===== config.mk =====
export PLATFORM = sky130hd
export DESIGN_NAME = morra_cinese
export DESIGN_NICKNAME = d
export VERILOG_FILES = /design/src/rtl/morra_cinese_pkg.sv /design/src/rtl/morra_cinese_judge.sv /design/src/rtl/morra_cinese.sv
export SDC_FILE = /design/constraint.sdc
export NUM_CORES = 1
export LEC_CHECK = 0
export ABC_AREA = 1
export BUFFER_PORTS_ARGS = -buffer_cell sky130_fd_sc_hd__buf_2
export CELL_PAD_IN_SITES_DETAIL_PLACEMENT = 1
export CELL_PAD_IN_SITES_GLOBAL_PLACEMENT = 1
export CORE_MARGIN = 1.5
export CORE_UTILIZATION = 43
export CTS_CLUSTER_SIZE = 14
export DETAILED_ROUTE_END_ITERATION = 6
export PLACE_DENSITY = 0.84
export SLEW_MARGIN = 20
export SYNTH_ARGS = -nofsm -noshare
export SYNTH_HDL_FRONTEND = slang
export SYNTH_SLANG_ARGS = --single-unit

===== constraint.sdc =====
create_clock -name clk -period 6.7 [get_ports clk]
set_input_delay 0.335 -clock clk [delete_from_list [all_inputs] [get_ports clk]]
set_output_delay 0.335 -clock clk [all_outputs]
set_load 0.02 [all_outputs]

===== src/rtl/morra_cinese_pkg.sv =====
// Shared codes for the morra cinese referee: moves, manche results, match results, FSM states.
package morra_cinese_pkg;

    localparam logic [1:0] NO_MOVE  = 2'b00;
    localparam logic [1:0] ROCK     = 2'b01;
    localparam logic [1:0] PAPER    = 2'b10;
    localparam logic [1:0] SCISSORS = 2'b11;

    localparam logic [1:0] INVALID = 2'b00;
    localparam logic [1:0] PLAYER1 = 2'b01;
    localparam logic [1:0] PLAYER2 = 2'b10;
    localparam logic [1:0] NONE    = 2'b11;

    localparam logic [1:0] NOT_ENDED = 2'b00;
    localparam logic [1:0] P1_WINNER = 2'b01;
    localparam logic [1:0] P2_WINNER = 2'b10;
    localparam logic [1:0] DRAW      = 2'b11;

    typedef enum logic [4:0] {
        IDLE      = 5'd0,
        PLAYING   = 5'd1,
        GAME_OVER = 5'd2
    } state_e;

    function automatic logic beats(input logic [1:0] a, input logic [1:0] b);
        return (a == ROCK && b == SCISSORS) ||
               (a == SCISSORS && b == PAPER) ||
               (a == PAPER && b == ROCK);
    endfunction

endpackage


===== src/rtl/morra_cinese_judge.sv =====
// Combinational judge of one manche: legality (incl. repeat-winning-move ban) and winner.
module morra_cinese_judge
    import morra_cinese_pkg::*;
(
    input  logic [1:0] p1_move_i,
    input  logic [1:0] p2_move_i,
    input  logic [1:0] last_p1_i,
    input  logic [1:0] last_p2_i,
    output logic       valid_o,
    output logic [1:0] winner_o
);

    // last_pX_i is NO_MOVE when no restriction applies, and a NO_MOVE play is already illegal
    assign valid_o = (p1_move_i != NO_MOVE) && (p2_move_i != NO_MOVE) &&
                     (p1_move_i != last_p1_i) && (p2_move_i != last_p2_i);

    always_comb begin
        winner_o = INVALID;
        if (valid_o) begin
            if (p1_move_i == p2_move_i)
                winner_o = NONE;
            else if (beats(p1_move_i, p2_move_i))
                winner_o = PLAYER1;
            else
                winner_o = PLAYER2;
        end
    end

endmodule


===== src/rtl/morra_cinese.sv =====
// Morra cinese referee top: restart/config, manche counting and match-end FSM.
// MANCHE/PARTITA are Mealy outputs valid in the same cycle as the moves.
module morra_cinese
    import morra_cinese_pkg::*;
(
    input  logic       clk,
    input  logic       rst_n,
    input  logic       INIZIA,
    input  logic [1:0] PRIMO,
    input  logic [1:0] SECONDO,
    output logic [1:0] MANCHE,
    output logic [1:0] PARTITA,
    output logic [4:0] max_manches,
    output logic [4:0] manches_played,
    output logic [4:0] current_state,
    output logic [4:0] next_state,
    output logic       moves_are_valid,
    output logic       played_max,
    output logic       played_min,
    output logic [1:0] manche_winner,
    output logic [1:0] leading_player,
    output logic [1:0] tmp_game_winner,
    output logic [1:0] last_p1_move,
    output logic [1:0] last_p2_move
);

    state_e     state_q, state_d;
    logic [4:0] max_q, max_d;
    logic [4:0] played_q, played_d;
    logic [4:0] p1_wins_q, p1_wins_d;
    logic [4:0] p2_wins_q, p2_wins_d;
    logic [1:0] last_p1_q, last_p1_d;
    logic [1:0] last_p2_q, last_p2_d;
    logic [1:0] judge_winner;
    logic       margin_ok;
    logic       playing;

    morra_cinese_judge u_judge (
        .p1_move_i (PRIMO),
        .p2_move_i (SECONDO),
        .last_p1_i (last_p1_q),
        .last_p2_i (last_p2_q),
        .valid_o   (moves_are_valid),
        .winner_o  (judge_winner)
    );

    always_ff @(posedge clk or negedge rst_n) begin
        if (!rst_n) begin
            state_q   <= IDLE;
            max_q     <= '0;
            played_q  <= '0;
            p1_wins_q <= '0;
            p2_wins_q <= '0;
            last_p1_q <= NO_MOVE;
            last_p2_q <= NO_MOVE;
        end else begin
            state_q   <= state_d;
            max_q     <= max_d;
            played_q  <= played_d;
            p1_wins_q <= p1_wins_d;
            p2_wins_q <= p2_wins_d;
            last_p1_q <= last_p1_d;
            last_p2_q <= last_p2_d;
        end
    end

    always_comb begin
        state_d        = state_q;
        max_d          = max_q;
        played_d       = played_q;
        p1_wins_d      = p1_wins_q;
        p2_wins_d      = p2_wins_q;
        last_p1_d      = last_p1_q;
        last_p2_d      = last_p2_q;
        MANCHE         = INVALID;
        PARTITA        = NOT_ENDED;
        playing        = (state_q == PLAYING) && !INIZIA;

        if (INIZIA) begin
            max_d     = 5'({PRIMO, SECONDO}) + 5'd4;
            played_d  = '0;
            p1_wins_d = '0;
            p2_wins_d = '0;
            last_p1_d = NO_MOVE;
            last_p2_d = NO_MOVE;
            state_d   = PLAYING;
        end else if (playing) begin
            MANCHE = judge_winner;
            if (moves_are_valid) begin
                played_d = played_q + 5'd1;
                // a win bans the winner's move next manche; a draw lifts every ban
                unique case (judge_winner)
                    PLAYER1: begin
                        p1_wins_d = p1_wins_q + 5'd1;
                        last_p1_d = PRIMO;
                        last_p2_d = NO_MOVE;
                    end
                    PLAYER2: begin
                        p2_wins_d = p2_wins_q + 5'd1;
                        last_p2_d = SECONDO;
                        last_p1_d = NO_MOVE;
                    end
                    default: begin
                        last_p1_d = NO_MOVE;
                        last_p2_d = NO_MOVE;
                    end
                endcase
            end
        end

        played_max = (played_d == max_q);
        played_min = (played_d >= 5'd4);
        if (p1_wins_d > p2_wins_d)
            leading_player = P1_WINNER;
        else if (p2_wins_d > p1_wins_d)
            leading_player = P2_WINNER;
        else
            leading_player = DRAW;
        margin_ok = (p1_wins_d >= p2_wins_d + 5'd2) || (p2_wins_d >= p1_wins_d + 5'd2);

        if (playing) begin
            if ((played_min && margin_ok) || played_max)
                PARTITA = leading_player;
            if (PARTITA != NOT_ENDED)
                state_d = GAME_OVER;
        end
    end

    assign max_manches     = max_q;
    assign manches_played  = played_q;
    assign current_state   = state_q;
    assign next_state      = state_d;
    assign manche_winner   = MANCHE;
    assign tmp_game_winner = PARTITA;
    assign last_p1_move    = last_p1_q;
    assign last_p2_move    = last_p2_q;

endmodule


**After elaboration in Yosys (flattened, before gate mapping)**

Index checks and enable logic that the tools add are counted.

- Eq/ne operators: 13
- Mux-type cells: 32
- Add/subtract/negate cells: 6
- Reduce and logical (&&, ||, !) cells: 19
- $lt $le $gt $ge: 5

Operators with widths:

| operator | count |
|---|---|
| 2-to-1 mux 5 bit | 14 |
| 2-to-1 mux 2 bit | 17 |
| adder 5 x 1 -> 5 bit, second input constant | 3 |
| adder 5 x 2 -> 5 bit, second input constant | 2 |
| equality test 2 bit, second input constant | 5 |
| greater-or-equal comparator 5 bit | 2 |
| > comparator 5 bit | 2 |
| nonzero test 2 bit | 5 |
| logical AND 1 bit | 8 |
| equality test 2 x 1 -> 1 bit, second input constant | 3 |
| adder 4 x 3 -> 5 bit, second input constant | 1 |
| equality test 5 x 1 -> 1 bit, second input constant | 1 |
| equality test 5 bit | 1 |
| greater-or-equal comparator 5 x 3 -> 1 bit, second input constant | 1 |
| logical OR 1 bit | 4 |
| inequality test 2 bit | 2 |
| equality test 2 bit | 1 |
| AND reduction 2 bit | 1 |
| logical NOT 1 bit | 1 |
| 2-to-1 mux 1 bit | 1 |

- Bits in registers: 29
- Input port bits: 7
- Output and inout bits: 37

**Logic depth before layout (Yosys ltp)**

- Word-level depth: 22
- Gate-level depth with buffers: 27
- Depth with buffers taken out: 26

**Cells and area by module**

A second synthesis with hierarchy kept.

- Cell total of the unflattened synthesis: 322
- Area, all modules: 2,303.5 um^2

Modules (own cells, without submodules):

| module | area an instance (um^2) | instances | sequential area each (um^2) | cells each |
|---|---|---|---|---|
| morra_cinese | 2,158.3 | 1 | 725.7 | 286 |
| morra_cinese_judge | 145.1 | 1 | 0.0 | 36 |

**Worst setup path after synthesis**

OpenSTA, ideal clock, no wires.

- Kind: register -> output
- Start point: register state_q[4] (netlist: current_state[4])
- End point: output port tmp_game_winner[1]
- Path buffers: 1
- Arrival: 3.161 ns
- Slack: 3.204 ns
- Cell stages (with the launch flop): 24
- Cells stage by stage: dfrtp_1 -> inv_1 -> nand3_1 -> nor3_4 -> nand2_8 -> clkinv_8 -> nand2_8 -> or2_0 -> nand3_1 -> inv_2 -> ha_1 -> inv_1 -> ha_1 -> o21ai_0 -> inv_1 -> o21ai_0 -> nand2_1 -> a21oi_1 -> nand2_1 -> o21ai_1 -> nand2_2 -> nand2_2 -> nor2_1 -> buf_4

- Cells in the longest elaborated chain, start to end: 12

RTL lines:

| item | RTL line | RTL |
|---|---|---|
| start: declaration | morra_cinese.sv:27 | `state_e state_q, state_d;` |
| start signal: assignment | morra_cinese.sv:57 | `state_q <= state_d;` |
| equality test 5 x 1 -> 1 bit * | morra_cinese.sv:77 | `playing = (state_q == PLAYING) && !INIZIA;` |
| logical AND 1 bit * | morra_cinese.sv:77 |  |
| 2-to-1 mux 5 bit * | morra_cinese.sv:87 | `end else if (playing) begin` |
| 2-to-1 mux 5 bit * | morra_cinese.sv:79 | `if (INIZIA) begin` |
| via p2_wins_d[1] | morra_cinese.sv:31 | `logic [4:0] p2_wins_q, p2_wins_d;` |
| adder 5 x 2 -> 5 bit | morra_cinese.sv:119 | `margin_ok = (p1_wins_d >= p2_wins_d + 5'd2) \|\| (p2_wins_d >= p1_wins_d + 5'd2);` |
| greater-or-equal comparator 5 bit | morra_cinese.sv:119 |  |
| logical OR 1 bit | morra_cinese.sv:119 |  |
| logical AND 1 bit | morra_cinese.sv:122 | `if ((played_min && margin_ok) \|\| played_max)` |
| logical OR 1 bit | morra_cinese.sv:122 |  |
| 2-to-1 mux 2 bit * | morra_cinese.sv:122 |  |
| 2-to-1 mux 2 bit * (2 in a row) | morra_cinese.sv:121 | `if (playing) begin` |
| end: declaration | morra_cinese.sv:22 | `output logic [1:0] tmp_game_winner,` |

The timed path passes the listed nets; every way through them passes the cells marked *. The select of a mux whose other input is x is not followed.

**Worst setup path after layout**

- Start point: register state_q[4] (netlist: current_state[4])
- End point: output port next_state[0]

- Cells in the longest elaborated chain, start to end: 14

RTL lines:

| item | RTL line | RTL |
|---|---|---|
| equality test 5 x 1 -> 1 bit * | morra_cinese.sv:77 |  |
| logical AND 1 bit * | morra_cinese.sv:77 |  |
| 2-to-1 mux 5 bit * | morra_cinese.sv:87 |  |
| 2-to-1 mux 5 bit * | morra_cinese.sv:79 |  |
| via p2_wins_d[2] | morra_cinese.sv:31 |  |
| adder 5 x 2 -> 5 bit | morra_cinese.sv:119 |  |
| greater-or-equal comparator 5 bit | morra_cinese.sv:119 |  |
| logical OR 1 bit | morra_cinese.sv:119 |  |
| logical AND 1 bit | morra_cinese.sv:122 |  |
| logical OR 1 bit | morra_cinese.sv:122 |  |
| 2-to-1 mux 2 bit * | morra_cinese.sv:122 |  |
| 2-to-1 mux 2 bit * | morra_cinese.sv:121 |  |
| nonzero test 2 bit * | morra_cinese.sv:124 | `if (PARTITA != NOT_ENDED)` |
| 2-to-1 mux 5 bit * | morra_cinese.sv:124 |  |
| 2-to-1 mux 5 bit * | morra_cinese.sv:121 |  |
| end: declaration | morra_cinese.sv:16 | `output logic [4:0] next_state,` |

Marked as above.

==> run_results.csv <==
group,metric,value,unit
worst_setup_path,timing.rr.start,"current_state[4]",
logic_synthesis,synth-seq-cells,29,
worst_setup_path,cp_cell_sequence,"inv_1 -> nand3_1 -> nor3_4 -> nand2_8 -> clkinv_8 -> nand2_8 -> nor2_4 -> nand2_1 -> nand3_1 -> inv_2 -> ha_1 -> inv_1 -> ha_1 -> o21ai_0 -> inv_1 -> o21ai_0 -> nand2_1 -> a21oi_1 -> nand2_1 -> o21ai_1 -> nand2_2 -> a21oi_1 -> buf_2",
sta,rsz0062_at_grt,"false",
grt,grt_pass1_vias,2073,
clock_network,clock_sinks,29,
grt,grt_remaining_overflow,0,
grt,grt_first_pass_wirelength,9800,um
clock_network,insertion_delay,0.28,ns
worst_setup_path,crit_path_start,"current_state[4]",
placed_design,dp_hpwl,4770,um
final_layout,fill_cells,671,
clock_network,path_clk_slew,0.07,ns
worst_setup_path,criticalPathCategory,"register to output port",
worst_setup_path,r2r_slack,3.27,ns
route,wl_met2,2900,um
final_layout,stdcell_count,407,
sta,worst_slew_margin_rel,49.3,%
worst_setup_path,reg2reg_depth,23,
die,die_x,75.4,um
sta,min_period,4.12,ns
clock_network,hold_buffers,0,
sta,fin_ws,2.58,ns
worst_setup_path,r2r_end,"current_state[1]",
route,top_layer,"met4",
final_layout,drive_gt1_share,26.1,%
sta,finalSetupTns,0,ns
placed_design,gp_congestion,0.834,
placed_design,dp_slack,2.76,ns
route,wl_met1,2780,um
route,wl_met3,218,um
worst_setup_path,crit_required,6.36,ns
placed_design,dp_cells,400,
route,finalWirelength,5940,um
route,drt-pass1-iter-count,4,
placed_design,io_buffers,43,
route,routedWlPerCell,14.6,um
clock_network,root_buffer,"clkbuf_8",
logic_synthesis,syn_area_per_cell,7.64,sq um
hold_path,hp-class,"input port to asynchronous set/reset pin",
placed_design,post_dp_cell_area,2510,sq um
die,num_rows,26,
worst_setup_path,end_kind,"output port",
sta,finalSetupViolCount,0,
clock_network,tritoncts,"yes",
worst_setup_path,crit_path_max_fanout,9,
worst_setup_path,critPathArrivalTime,3.78,ns
pwr,ir_worst_vdd,79.4,uV
final_layout,layout_commonest_cell,"nand2_1",
worst_setup_path,crit_end,"next_state[0]",
sta,worst_pin_slew,0.760,ns
sta,hold_violations,0,
outcome,status,"complete, no violations",
final_layout,diodes,0,
logic_synthesis,syn_nets,324,
clock_network,post_cts_buffers,0,
pwr,power_leakage,1.49,nW
clock_network,cts.repair.resized,0,
die,coreArea,5070,sq um
die,floorplan.initialDensity,44.4,%
worst_setup_path,max_stage_delay,0.41,ns
sta,period_share,61.5,%
die,dieHeight,75.4,um
sta,maxSlewViolCount,0,
logic_synthesis,syn_area,2250,sq um
worst_setup_path,path_delay_family,"simple AND/OR/NAND/NOR gates",
sta,skew,0.00891,ns
clock_network,cts-htree-levels,2,
die,die_area,5680,sq um
final_layout,design_area,2590,sq um
final_layout,area_growth,15.2,%
final_layout,nNetsFinal,366,
logic_synthesis,ys_warn_count,0,
grt,antenna_found_initial,0,
job,drv_cap,0,
logic_synthesis,yosysUniqueCellTypes,36,
logic_synthesis,postSynthCellCount,295,
clock_network,cts_buffers,5,
sta,max_freq,243,MHz
worst_setup_path,crit_slowest_cell,"nor3_4",
pwr,p_per_area,178,nW/um^2
worst_setup_path,critPathBufInv,6,
route,drc,0,
final_layout,final_cell_mix,"61 x nand2_1, 52 x inv_1, 43 x buf_2, 29 x dfrtp_1, 22 x ha_1",
route,num_vias,2010,
route,viasPerCell,4.94,
die,io_pins,44,
worst_setup_path,crit_path_start_kind,"register",
clock_network,clk_path_buf_depth,2,
route,postRouteAntennaNets,0,
worst_setup_path,cp.depth,23,
route,drtIter0Drc,60,
logic_synthesis,seq_area_frac_synth,32.2,%
grt,grt_max_degree,30,
grt,grtUsageTotal,22.8,%
-- kinds of logic after synthesis --
logic type	Yosys count	share of synthesized area, %
compound gates	29	7.61
xor+xnor	4	1.55
fa+ha+maj	22	12.2
buf+inv	73	13.5
flops	29	32.2
simple gates	138	32.9
-- per-stage QoR --
step | util, % | hold slack, ns | power [mW]
floorplan | - | 0.0394 | 0.280
global placement | 49.4 | 0.412 | 0.314
detailed placement | 49.4 | 0.421 | 0.317
CTS | 51.1 | 0.116 | 0.468
global route | 51.1 | 0.142 | 0.488
finish | 51.1 | 0.0907 | 0.461
-- flip-flops by register name (all words and copies together) (netlist names) --
signal / count
current_state: 5
p2_wins_q: 5
last_p1_move: 2
p1_wins_q: 5
max_manches: 5
last_p2_move: 2
manches_played: 5
-- cell usage after synthesis, drive strengths merged --
master,n,share of area (%)
dfrtp,29,32
or2,1,0.28
a21oi,8,2.4
nand4,8,2.2
o21bai,1,0.33
a21boi,1,0.33
clkinv,1,0.72
nand2,69,14
o22ai,4,1.1
o21ai,14,3.1
nor3,7,2.1
buf,6,1.8
inv,64,11
clkbuf,2,0.33
a31oi,1,0.28
ha,22,12
xor2,2,0.78
nand3,24,7.3
nand3b,1,0.33
xnor2,2,0.78
nor3b,1,0.33
nor4,1,0.28
nor2,26,6.3
-- layout make-up --
cell class                 instances  area [sq um]  area share (%)
inverter                          65           256            9.88
tap                               70          87.6            3.38
clock buffer                       7          86.3            3.33
multi-input combinational        193          1220            47.2
timing repair buffer              43           215            8.29
sequential                        29           726            28.0
-- layer usage --
metal  vias to the layer above  GRT usage, %
li1                       1011             -
met1                       953          29.7
met2                        39          39.8
met3                         7          3.70
met4                         0          4.76
met5                         -             0
-- power by group --
part / switching, mW / total [mW] / leakage (nW) / internal, mW
logic: 0.0868 / 0.124 / 1.05 / 0.0370
registers: 0.00692 / 0.190 / 0.390 / 0.183
clock network: 0.0663 / 0.148 / 0.0443 / 0.0814
-- how the worst min path moves through the flow --
stage | startpoint | endpoint | slack, ns | cells after the start
2_1_floorplan | rst_n | current_state[0] | 0.04 | 0
3_3_place_gp | rst_n | manches_played[1] | 0.41 | 1
3_5_place_dp | rst_n | manches_played[1] | 0.42 | 1
4_1_cts | rst_n | manches_played[1] | 0.12 | 1
5_1_grt | rst_n | manches_played[1] | 0.14 | 1
6_report | rst_n | manches_played[1] | 0.09 | 1
No activity file was read; power rests on OpenSTA's default activity.
